===== src/rtl/riscv_pkg.sv =====
// ----------------------------------------------------------------------------
// riscv_pkg
// Definitions shared by the data-memory arbiter and its timeout counter:
//   arb_state_t : arbiter FSM states (IDLE, REQ, RESP)
//   CORE0/CORE1 : core index constants, also the encoding of owner/prio
//   cnt_width() : width of a counter that must hold 0..timeout (min 1 bit)
// ----------------------------------------------------------------------------
package riscv_pkg;

    typedef enum logic [1:0] {
        IDLE = 2'd0,
        REQ  = 2'd1,
        RESP = 2'd2
    } arb_state_t;

    localparam logic CORE0 = 1'b0;
    localparam logic CORE1 = 1'b1;

    // $clog2(1) is 0, so a disabled timeout still gets a 1-bit counter.
    function automatic int cnt_width(input int timeout);
        return (timeout < 1) ? 1 : $clog2(timeout + 1);
    endfunction

endpackage


===== src/rtl/arb_timeout_counter.sv =====
// ----------------------------------------------------------------------------
// arb_timeout_counter
// Counts cycles spent waiting for a memory response and flags when the
// count reaches TIMEOUT. The count saturates at TIMEOUT instead of wrapping.
// TIMEOUT = 0 disables the check (expired never asserts).
// Ports:
//   CLK     in  clock
//   RES_N   in  synchronous active-low reset
//   clr     in  clear the count (takes priority over en)
//   en      in  count one cycle
//   expired out count has reached TIMEOUT
// ----------------------------------------------------------------------------
module arb_timeout_counter
    import riscv_pkg::*;
#(
    parameter int TIMEOUT = 255
) (
    input  logic CLK,
    input  logic RES_N,
    input  logic clr,
    input  logic en,
    output logic expired
);

    localparam int                 CNT_W = cnt_width(TIMEOUT);
    localparam logic [CNT_W-1:0]   LIMIT = CNT_W'(TIMEOUT);

    logic [CNT_W-1:0] r_count;

    always_ff @(posedge CLK) begin
        if (!RES_N) begin
            r_count <= '0;
        end else if (clr) begin
            r_count <= '0;
        end else if (en && (r_count != LIMIT)) begin
            r_count <= r_count + 1'b1;
        end
    end

    assign expired = (TIMEOUT != 0) && (r_count == LIMIT);

endmodule


===== src/rtl/data_mem_arbiter.sv =====
// ----------------------------------------------------------------------------
// data_mem_arbiter
// Shares one data-memory port between two cores. Each core uses a
// req/gnt/r_valid handshake; the arbiter latches one winning request,
// forwards it to memory, and returns the grant and response to that core.
// Round-robin between simultaneous requesters, one transaction in flight,
// and a response timeout that completes the transaction with rdata = 0.
// Ports:
//   CLK, RES_N                  clock, synchronous active-low reset
//   cN_data_req/we/addr/wdata   core N request (held until cN_data_gnt)
//   cN_data_gnt                 core N grant pulse (same cycle as mem_gnt)
//   cN_data_r_valid, cN_rdata   core N response pulse and load data
//   mem_req/we/addr/wdata       memory request side (zero outside REQ)
//   mem_gnt, mem_r_valid, mem_rdata  memory handshake inputs
//   owner                       core currently being served (debug)
//   busy                        transaction in progress (REQ or RESP)
//   timeout_err                 pulse when a response times out
// ----------------------------------------------------------------------------
module data_mem_arbiter
    import riscv_pkg::*;
#(
    parameter int ADDR_W  = 32,
    parameter int DATA_W  = 32,
    parameter int TIMEOUT = 255
) (
    input  logic              CLK,
    input  logic              RES_N,
    input  logic              c0_data_req,
    input  logic              c0_data_we,
    input  logic [ADDR_W-1:0] c0_addr,
    input  logic [DATA_W-1:0] c0_wdata,
    output logic              c0_data_gnt,
    output logic              c0_data_r_valid,
    output logic [DATA_W-1:0] c0_rdata,
    input  logic              c1_data_req,
    input  logic              c1_data_we,
    input  logic [ADDR_W-1:0] c1_addr,
    input  logic [DATA_W-1:0] c1_wdata,
    output logic              c1_data_gnt,
    output logic              c1_data_r_valid,
    output logic [DATA_W-1:0] c1_rdata,
    output logic              mem_req,
    output logic              mem_we,
    output logic [ADDR_W-1:0] mem_addr,
    output logic [DATA_W-1:0] mem_wdata,
    input  logic              mem_gnt,
    input  logic              mem_r_valid,
    input  logic [DATA_W-1:0] mem_rdata,
    output logic              owner,
    output logic              busy,
    output logic              timeout_err
);

    arb_state_t        r_state, w_state_next;
    logic              r_prio, w_prio_next;
    logic              r_owner;
    logic              r_we;
    logic [ADDR_W-1:0] r_addr;
    logic [DATA_W-1:0] r_wdata;

    logic              w_win;
    logic              w_latch;
    logic              w_gnt;
    logic              w_rvalid;
    logic [DATA_W-1:0] w_rdata;
    logic              w_timeout;
    logic              w_cnt_clr;
    logic              w_cnt_en;
    logic              w_expired;

    // Per-core views so the request mux and response demux index by core.
    logic [1:0]        w_core_req;
    logic [1:0]        w_core_we;
    logic [ADDR_W-1:0] w_core_addr  [2];
    logic [DATA_W-1:0] w_core_wdata [2];
    logic [1:0]        w_core_gnt;
    logic [1:0]        w_core_rvalid;
    logic [DATA_W-1:0] w_core_rdata [2];

    assign w_core_req      = {c1_data_req, c0_data_req};
    assign w_core_we       = {c1_data_we,  c0_data_we};
    assign w_core_addr[0]  = c0_addr;
    assign w_core_addr[1]  = c1_addr;
    assign w_core_wdata[0] = c0_wdata;
    assign w_core_wdata[1] = c1_wdata;

    arb_timeout_counter #(
        .TIMEOUT (TIMEOUT)
    ) u_timeout (
        .CLK     (CLK),
        .RES_N   (RES_N),
        .clr     (w_cnt_clr),
        .en      (w_cnt_en),
        .expired (w_expired)
    );

    // Winner: a lone requester wins outright; on a tie, prio decides.
    always_comb begin
        if (w_core_req == 2'b11) begin
            w_win = r_prio;
        end else begin
            w_win = w_core_req[CORE1] ? CORE1 : CORE0;
        end
    end

    always_comb begin
        w_state_next = r_state;
        w_prio_next  = r_prio;
        w_latch      = 1'b0;
        w_gnt        = 1'b0;
        w_rvalid     = 1'b0;
        w_rdata      = '0;
        w_timeout    = 1'b0;
        w_cnt_clr    = 1'b0;
        w_cnt_en     = 1'b0;
        case (r_state)
            IDLE: begin
                if (|w_core_req) begin
                    w_latch      = 1'b1;
                    w_state_next = REQ;
                end
            end
            REQ: begin
                if (mem_gnt) begin
                    w_gnt        = 1'b1;
                    w_cnt_clr    = 1'b1;
                    w_state_next = RESP;
                end
            end
            RESP: begin
                w_cnt_en = 1'b1;
                // A real response wins over a timeout landing in the same cycle.
                if (mem_r_valid) begin
                    w_rvalid     = 1'b1;
                    w_rdata      = mem_rdata;
                    w_prio_next  = ~r_owner;
                    w_state_next = IDLE;
                end else if (w_expired) begin
                    w_rvalid     = 1'b1;
                    w_timeout    = 1'b1;
                    w_prio_next  = ~r_owner;
                    w_state_next = IDLE;
                end
            end
            default: begin
                w_state_next = IDLE;
            end
        endcase
    end

    always_ff @(posedge CLK) begin
        if (!RES_N) begin
            r_state <= IDLE;
            r_prio  <= CORE0;
            r_owner <= CORE0;
            r_we    <= 1'b0;
            r_addr  <= '0;
            r_wdata <= '0;
        end else begin
            r_state <= w_state_next;
            r_prio  <= w_prio_next;
            if (w_latch) begin
                r_owner <= w_win;
                r_we    <= w_core_we[w_win];
                r_addr  <= w_core_addr[w_win];
                r_wdata <= w_core_wdata[w_win];
            end
        end
    end

    // Grant and response go only to the owner; rdata is forced to zero
    // whenever that core's r_valid is low.
    for (genvar gi = 0; gi < 2; gi++) begin : g_core
        assign w_core_gnt[gi]    = w_gnt    && (r_owner == 1'(gi));
        assign w_core_rvalid[gi] = w_rvalid && (r_owner == 1'(gi));
        assign w_core_rdata[gi]  = w_core_rvalid[gi] ? w_rdata : '0;
    end

    assign c0_data_gnt     = w_core_gnt[0];
    assign c0_data_r_valid = w_core_rvalid[0];
    assign c0_rdata        = w_core_rdata[0];
    assign c1_data_gnt     = w_core_gnt[1];
    assign c1_data_r_valid = w_core_rvalid[1];
    assign c1_rdata        = w_core_rdata[1];

    // The memory side is driven only while a request is outstanding.
    assign mem_req     = (r_state == REQ);
    assign mem_we      = mem_req && r_we;
    assign mem_addr    = mem_req ? r_addr  : '0;
    assign mem_wdata   = mem_req ? r_wdata : '0;
    assign owner       = r_owner;
    assign busy        = (r_state != IDLE);
    assign timeout_err = w_timeout;

endmodule


===== config.mk =====
export PLATFORM = sky130hd
export DESIGN_NAME = data_mem_arbiter
export DESIGN_NICKNAME = d
export VERILOG_FILES = /design/src/rtl/riscv_pkg.sv /design/src/rtl/arb_timeout_counter.sv /design/src/rtl/data_mem_arbiter.sv
export SDC_FILE = /design/constraint.sdc
export NUM_CORES = 1
export LEC_CHECK = 0
export CAP_MARGIN = 20
export CORE_AREA = 10 10 111 113
export CTS_CLUSTER_SIZE = 14
export DETAILED_ROUTE_END_ITERATION = 8
export DIE_AREA = 0 0 121 123
export DONT_BUFFER_PORTS = 1
export PLACE_DENSITY = 0.59
export SLEW_MARGIN = 25
export SYNTH_ARGS = -nofsm -noshare
export SYNTH_HDL_FRONTEND = slang
export SYNTH_SLANG_ARGS = --single-unit

===== constraint.sdc =====
create_clock -name CLK -period 2.5 [get_ports CLK]
set_input_delay 0 -clock CLK [delete_from_list [all_inputs] [get_ports CLK]]
set_output_delay 0 -clock CLK [all_outputs]
set_load 0.1 [all_outputs]

# Yosys cells after proc, flatten, opt, wreduce, memory -nomap -nowiden

Index checks and enable logic that the tools add are counted.

Eq/ne operators: 8
Magnitude comparators: 2
Shift operators: 0
Divide/modulo/power cells: 0
Reduce and logical (&&, ||, !) cells: 13
$add $sub $neg: 1
Bitwise operators: 3
Multiplexer cells: 33
Multipliers: 0

Operators by type and width:

| kind                                                                    | count |
|---|---|
| 32-bit 2-to-1 mux                                                       | 12 |
| 1-bit 2-to-1 mux                                                        | 16 |
| 8-bit by 1-bit adder with 8-bit output, second input constant           | 1 |
| 8-bit equality test, second input constant                              | 1 |
| 2-bit 2-to-1 mux                                                        | 4 |
| 8-bit inequality test, second input constant                            | 1 |
| 1-bit logical AND                                                       | 6 |
| 2-bit case mux with 3 select lines                                      | 1 |
| 2-bit equality test, second input constant                              | 2 |
| 2-bit nonzero test                                                      | 2 |
| 2-bit OR reduction                                                      | 2 |
| 3-bit by 2-bit inequality test with 1-bit output, second input constant | 1 |
| 3-bit AND reduction                                                     | 1 |
| 2-bit by 1-bit equality test with 1-bit output, second input constant   | 1 |
| 2-bit greater-or-equal comparator, second input constant                | 1 |
| 2-bit logical NOT                                                       | 1 |
| 1-bit by 2-bit < comparator with 1-bit output, second input constant    | 1 |
| 2-bit by 1-bit inequality test with 1-bit output, second input constant | 1 |
| 2-bit inequality test, second input constant                            | 1 |
| 1-bit NOT                                                               | 2 |
| 1-bit NOT with 2-bit output                                             | 1 |
| 2-bit AND reduction                                                     | 1 |

Bits of input ports: 168
Memories kept: 0
Bits in latches: 0
Bits in read-only memories: 0
RAM bits: 0
Logic and storage cells: 67
Bits in registers: 77

# Longest topological paths before layout

Depth in word-level cells: 6
Depth in mapped cells: 6
Mapped depth without buffers: 5

# Modules after synthesis

From an unflattened synthesis, not the netlist that was laid out.

Cells, all modules: 605
Area total of the unflattened synthesis: 5,128.7 um2

By module, submodules not included:

| module              | times used | area each (um2) | sequential area each (um2) | cells each |
|---|---|---|---|---|
| data_mem_arbiter    | 1          | 4,705.8         | 1,381.3                    | 555 |
| arb_timeout_counter | 1          | 422.9           | 160.2                      | 50 |

# Worst setup path after synthesis

OpenSTA, ideal clock, no wires.

Kind: reg-to-output
Start: register u_timeout.r_count[0]
End: output timeout_err
Stages on the path, launching flop included: 4
Path buffers: 0
Arrival time: 3.594 ns
Data required time: 2.500 ns
Path slack: -1.094 ns
Path through: dfxtp_1 ha_1 nand3_1 nor4_1

Word-level cells in the longest chain between the ends: 4

RTL lines:

| element                | RTL line                  | source |
|---|---|---|
| start, declared        | arb_timeout_counter.sv:28 | `logic [CNT_W-1:0] r_count;` |
| start signal, assigned | arb_timeout_counter.sv:36 | `r_count <= r_count + 1'b1;` |
| 8-bit equality test    | arb_timeout_counter.sv:40 | `assign expired = (TIMEOUT != 0) && (r_count == LIMIT);` |
| 1-bit 2-to-1 mux       | data_mem_arbiter.sv:138   | `end else if (w_expired) begin` |
| 1-bit 2-to-1 mux       | data_mem_arbiter.sv:133   | `if (mem_r_valid) begin` |
| 1-bit 2-to-1 mux       | data_mem_arbiter.sv:116   | `case (r_state)` |
| end, declared          | data_mem_arbiter.sv:51    | `output logic timeout_err` |

No other way between the ends.

# Final worst setup path

Start: register r_state[1]
End: output c0_rdata[21]

Word-level cells in the longest chain between the ends: 4
Elaborated cells on any way between the ends: 5

RTL lines:

| element                | RTL line                | source |
|---|---|---|
| start, declared        | data_mem_arbiter.sv:54  | `arb_state_t r_state, w_state_next;` |
| start signal, assigned | data_mem_arbiter.sv:160 | `r_state <= w_state_next;` |
| 2-bit equality test *  | data_mem_arbiter.sv:116 |  |
| 1-bit 2-to-1 mux       | data_mem_arbiter.sv:116 |  |
| 1-bit logical AND      | data_mem_arbiter.sv:175 | `assign w_core_rvalid[gi] = w_rvalid && (r_owner == 1'(gi));` |
| 32-bit 2-to-1 mux *    | data_mem_arbiter.sv:176 | `assign w_core_rdata[gi] = w_core_rvalid[gi] ? w_rdata : '0;` |
| end, declared          | data_mem_arbiter.sv:34  | `output logic [DATA_W-1:0] c0_rdata,` |

Every way passes the cells marked *; elsewhere a longest branch is shown, timed or not.

==> metrics.json <==
{
  "outcome": "completed",
  "maxcap_viol_count": 0,
  "cts_setup_buffers": 0,
  "synth-main-ff-cell": "dfxtp_1",
  "avgRoutedWirePerCell_um": 21.2,
  "die_w_um": 121,
  "timing.critical_path.arrival_ns": 2.32,
  "grtUsageTotal": 0.246,
  "critical_path.startpoint": "r_state[1]",
  "reg2reg_from": "r_prio",
  "synthCells": 507,
  "syn_to_final_growth_pct": 78.4,
  "gp_congestion": 0.871,
  "vias_per_cell": 5.23,
  "power_per_cell_area_nw_per_um2": 527,
  "fin_crit_sh": 0.927,
  "clock_latency_ns": 0.35,
  "irDropWorstVdd_v": 0.000366,
  "hold_viol_final": 0,
  "min-delay-path-class": "input port to flip-flop",
  "ctsHtreeMaxLevel": 3,
  "row_count": 37,
  "hold_path.startpoint": "mem_gnt",
  "timing.final.setup_violations": 0,
  "design.die.area_um2": 14900,
  "layout.cells.non_filler": 896,
  "path_clk_slew_ns": 0.08,
  "async_reset_ff_frac": 0,
  "yosys_warnings": 0,
  "hold-path-cell-count": 3,
  "dp.cells": 745,
  "required_ns": 2.50,
  "power.leakage_nw": 3.53,
  "grt_pass1_wl_mm": 29.1,
  "fin_tns_setup_ns": 0,
  "worst_setup_path_class": "flip-flop to output pin",
  "layout.cell_area.non_filler_um2": 7780,
  "drive_gt1_frac": 0.227,
  "report.power.total_mw": 4.10,
  "dr.first_iter.drc_count": 283,
  "count_of_flip_flops_with_a_built_in_enable_after_synthesis": 0,
  "drt-total-wl_mm": 19.0,
  "placed_area_um2": 6220,
  "r2r_slack_ns": 0.26,
  "flip_flop_and_latch_count_after_synthesis": 77,
  "syn-mean-instance-area_um2": 8.60,
  "whs_endpoint": "u_timeout.r_count[7]",
  "critical_path.endpoint_type": "output pin",
  "synthDistinctLibCells": 34,
  "startpoint_type": "flip-flop",
  "worst_slew_pin_slew_ns": 0.846,
  "cell_taking_the_most_area_after_synthesis": "dfxtp_1",
  "antenna_found_initial": 2,
  "cts_inserted_buffers": 9,
  "count_of_pins_on_the_block_boundary": 305,
  "cts_max_path_bufs": 2,
  "rr_worst_depth": 5,
  "unrepaired_setup_endpoints_after_global_routing": "false",
  "yosys-top-cells-count": "and2_1, nor2_1, dfxtp_1",
  "floorplan.die.height_um": 123,
  "place.port_buffers": 0,
  "worst_r2r_endpoint": "r_addr[11]",
  "start_util": 0.430,
  "grt_pass1_vias": 5002,
  "core_um2": 10100,
  "largest_net_degree_at_the_start_of_global_routing": 89,
  "cts.root.buffer_cell": "clkbuf_8",
  "max_fanout_on_critical_path": 32,
  "synth_top_area_frac": 0.354,
  "drt_first_pass_iters": 4,
  "clock_sinks": 77,
  "period_minus_slack_ns": 2.32,
  "final.setup.worst_slack_ns": 0.182,
  "vias": 4683,
  "max_slew_margin": 0.436,
  "post-route-drc-count": 0,
  "fmax_mhz": 431,
  "overflow": 0,
  "route.antenna.remaining_nets": 0,
  "fin_nets": 922,
  "clock_skew_ns": 0.0156,
  "cts_tree": "yes",
  "hpwl_mm": 12.8,
  "dp_worst_setup_slack_ns": 0.563,
  "ys_top_cells_by_area": "dfxtp_1, and2_1, mux2i_1",
  "slew_viol_final": 0,
  "synth_fp_nets": 676,
  "post-synth-top-count-cell": "and2_1",
  "sequential_fraction_of_the_synthesis_area": 0.354,
  "syn-cell-area_um2": 4360
}
-- flip-flops by register name (all words and copies together) (netlist names) --
name,flops
owner,1
r_addr,32
r_prio,1
r_state,2
r_wdata,32
r_we,1
u_timeout.r_count,8
-- per-layer routing --
layer / vias up / track usage / wire length [um]
met1: 2219 / 0.250 / 6700
met4: 0 / 0.0611 / 266
met5: - / 0 / 0
met2: 213 / 0.465 / 10200
met3: 18 / 0.0943 / 1840
li1: 2233 / - / -
-- cells by family after synthesis --
family,count (synthesis),share of synthesized area
flip-flops,77,0.354
AND/OR/NAND/NOR,231,0.284
buffers and inverters,46,0.0562
multiplexers,68,0.156
AO/OA/AOI/OAI,79,0.137
XOR/XNOR,5,0.0100
adder cells (fa/ha/maj),1,0.00287
-- critical path, cell delays in order, from the launching register on --
cell and delay [ns]:
dfxtp_1 0.46, and2b_1 0.27, and3_1 0.74, and2_1 0.31, buf_12 0.19
-- what timing repair did --
action,in CTS,in global routing
hold buffers,133,0
gates resized for setup,0,0
hold endpoints to repair,76,0
-- placed cells by master, fill, tap and decap left out, drive strengths merged, types with 2 or more instances in the layout --
cell           n
buf          143
dlygate4sd3  133
and2         131
nor2          81
dfxtp         77
mux2i         67
a211oi        65
clkbuf         9
inv            8
nand2          7
xor2           5
o2111ai        3
o21ai          3
diode          2
and3           2
o211ai         2
a21oi          2
clkinvlp       2
and2b          2
-- metrics by stage --
step                hold WS, ns  utilization
finish                   0.0320        0.767
global route             0.0290        0.767
CTS                      0.0169        0.767
detailed placement        0.156        0.614
global placement          0.153        0.614
floorplan                 0.147            -
-- power by group --
part	switching (mW)	internal [mW]	total, mW	leakage [nW]
clock	0.534	0.487	1.02	0.103
combinational	1.09	0.541	1.63	2.79
sequential	0.0763	1.37	1.45	0.638
total	1.70	2.40	4.10	3.53
-- layout make-up --
cell class / instances / area, um^2
clock inverter: 7 / 92.6
clock buffer: 9 / 124
timing repair buffer: 276 / 3220
sequential: 77 / 1540
fill: 603 / 2360
antenna: 2 / 5.00
multi-input combinational: 384 / 2610
tap: 136 / 170
inverter: 5 / 18.8
-- worst max path at each step --
stage                     slack, ns             to
after global routing          0.005   c0_rdata[24]
after detailed placement       0.56    c0_rdata[6]
after CTS                      0.17   c0_rdata[21]
after floorplan              -0.003    c1_data_gnt
final                          0.18   c0_rdata[21]
after global placement         0.62  mem_wdata[28]
Note: power is estimated with default switching activity, not from simulation.
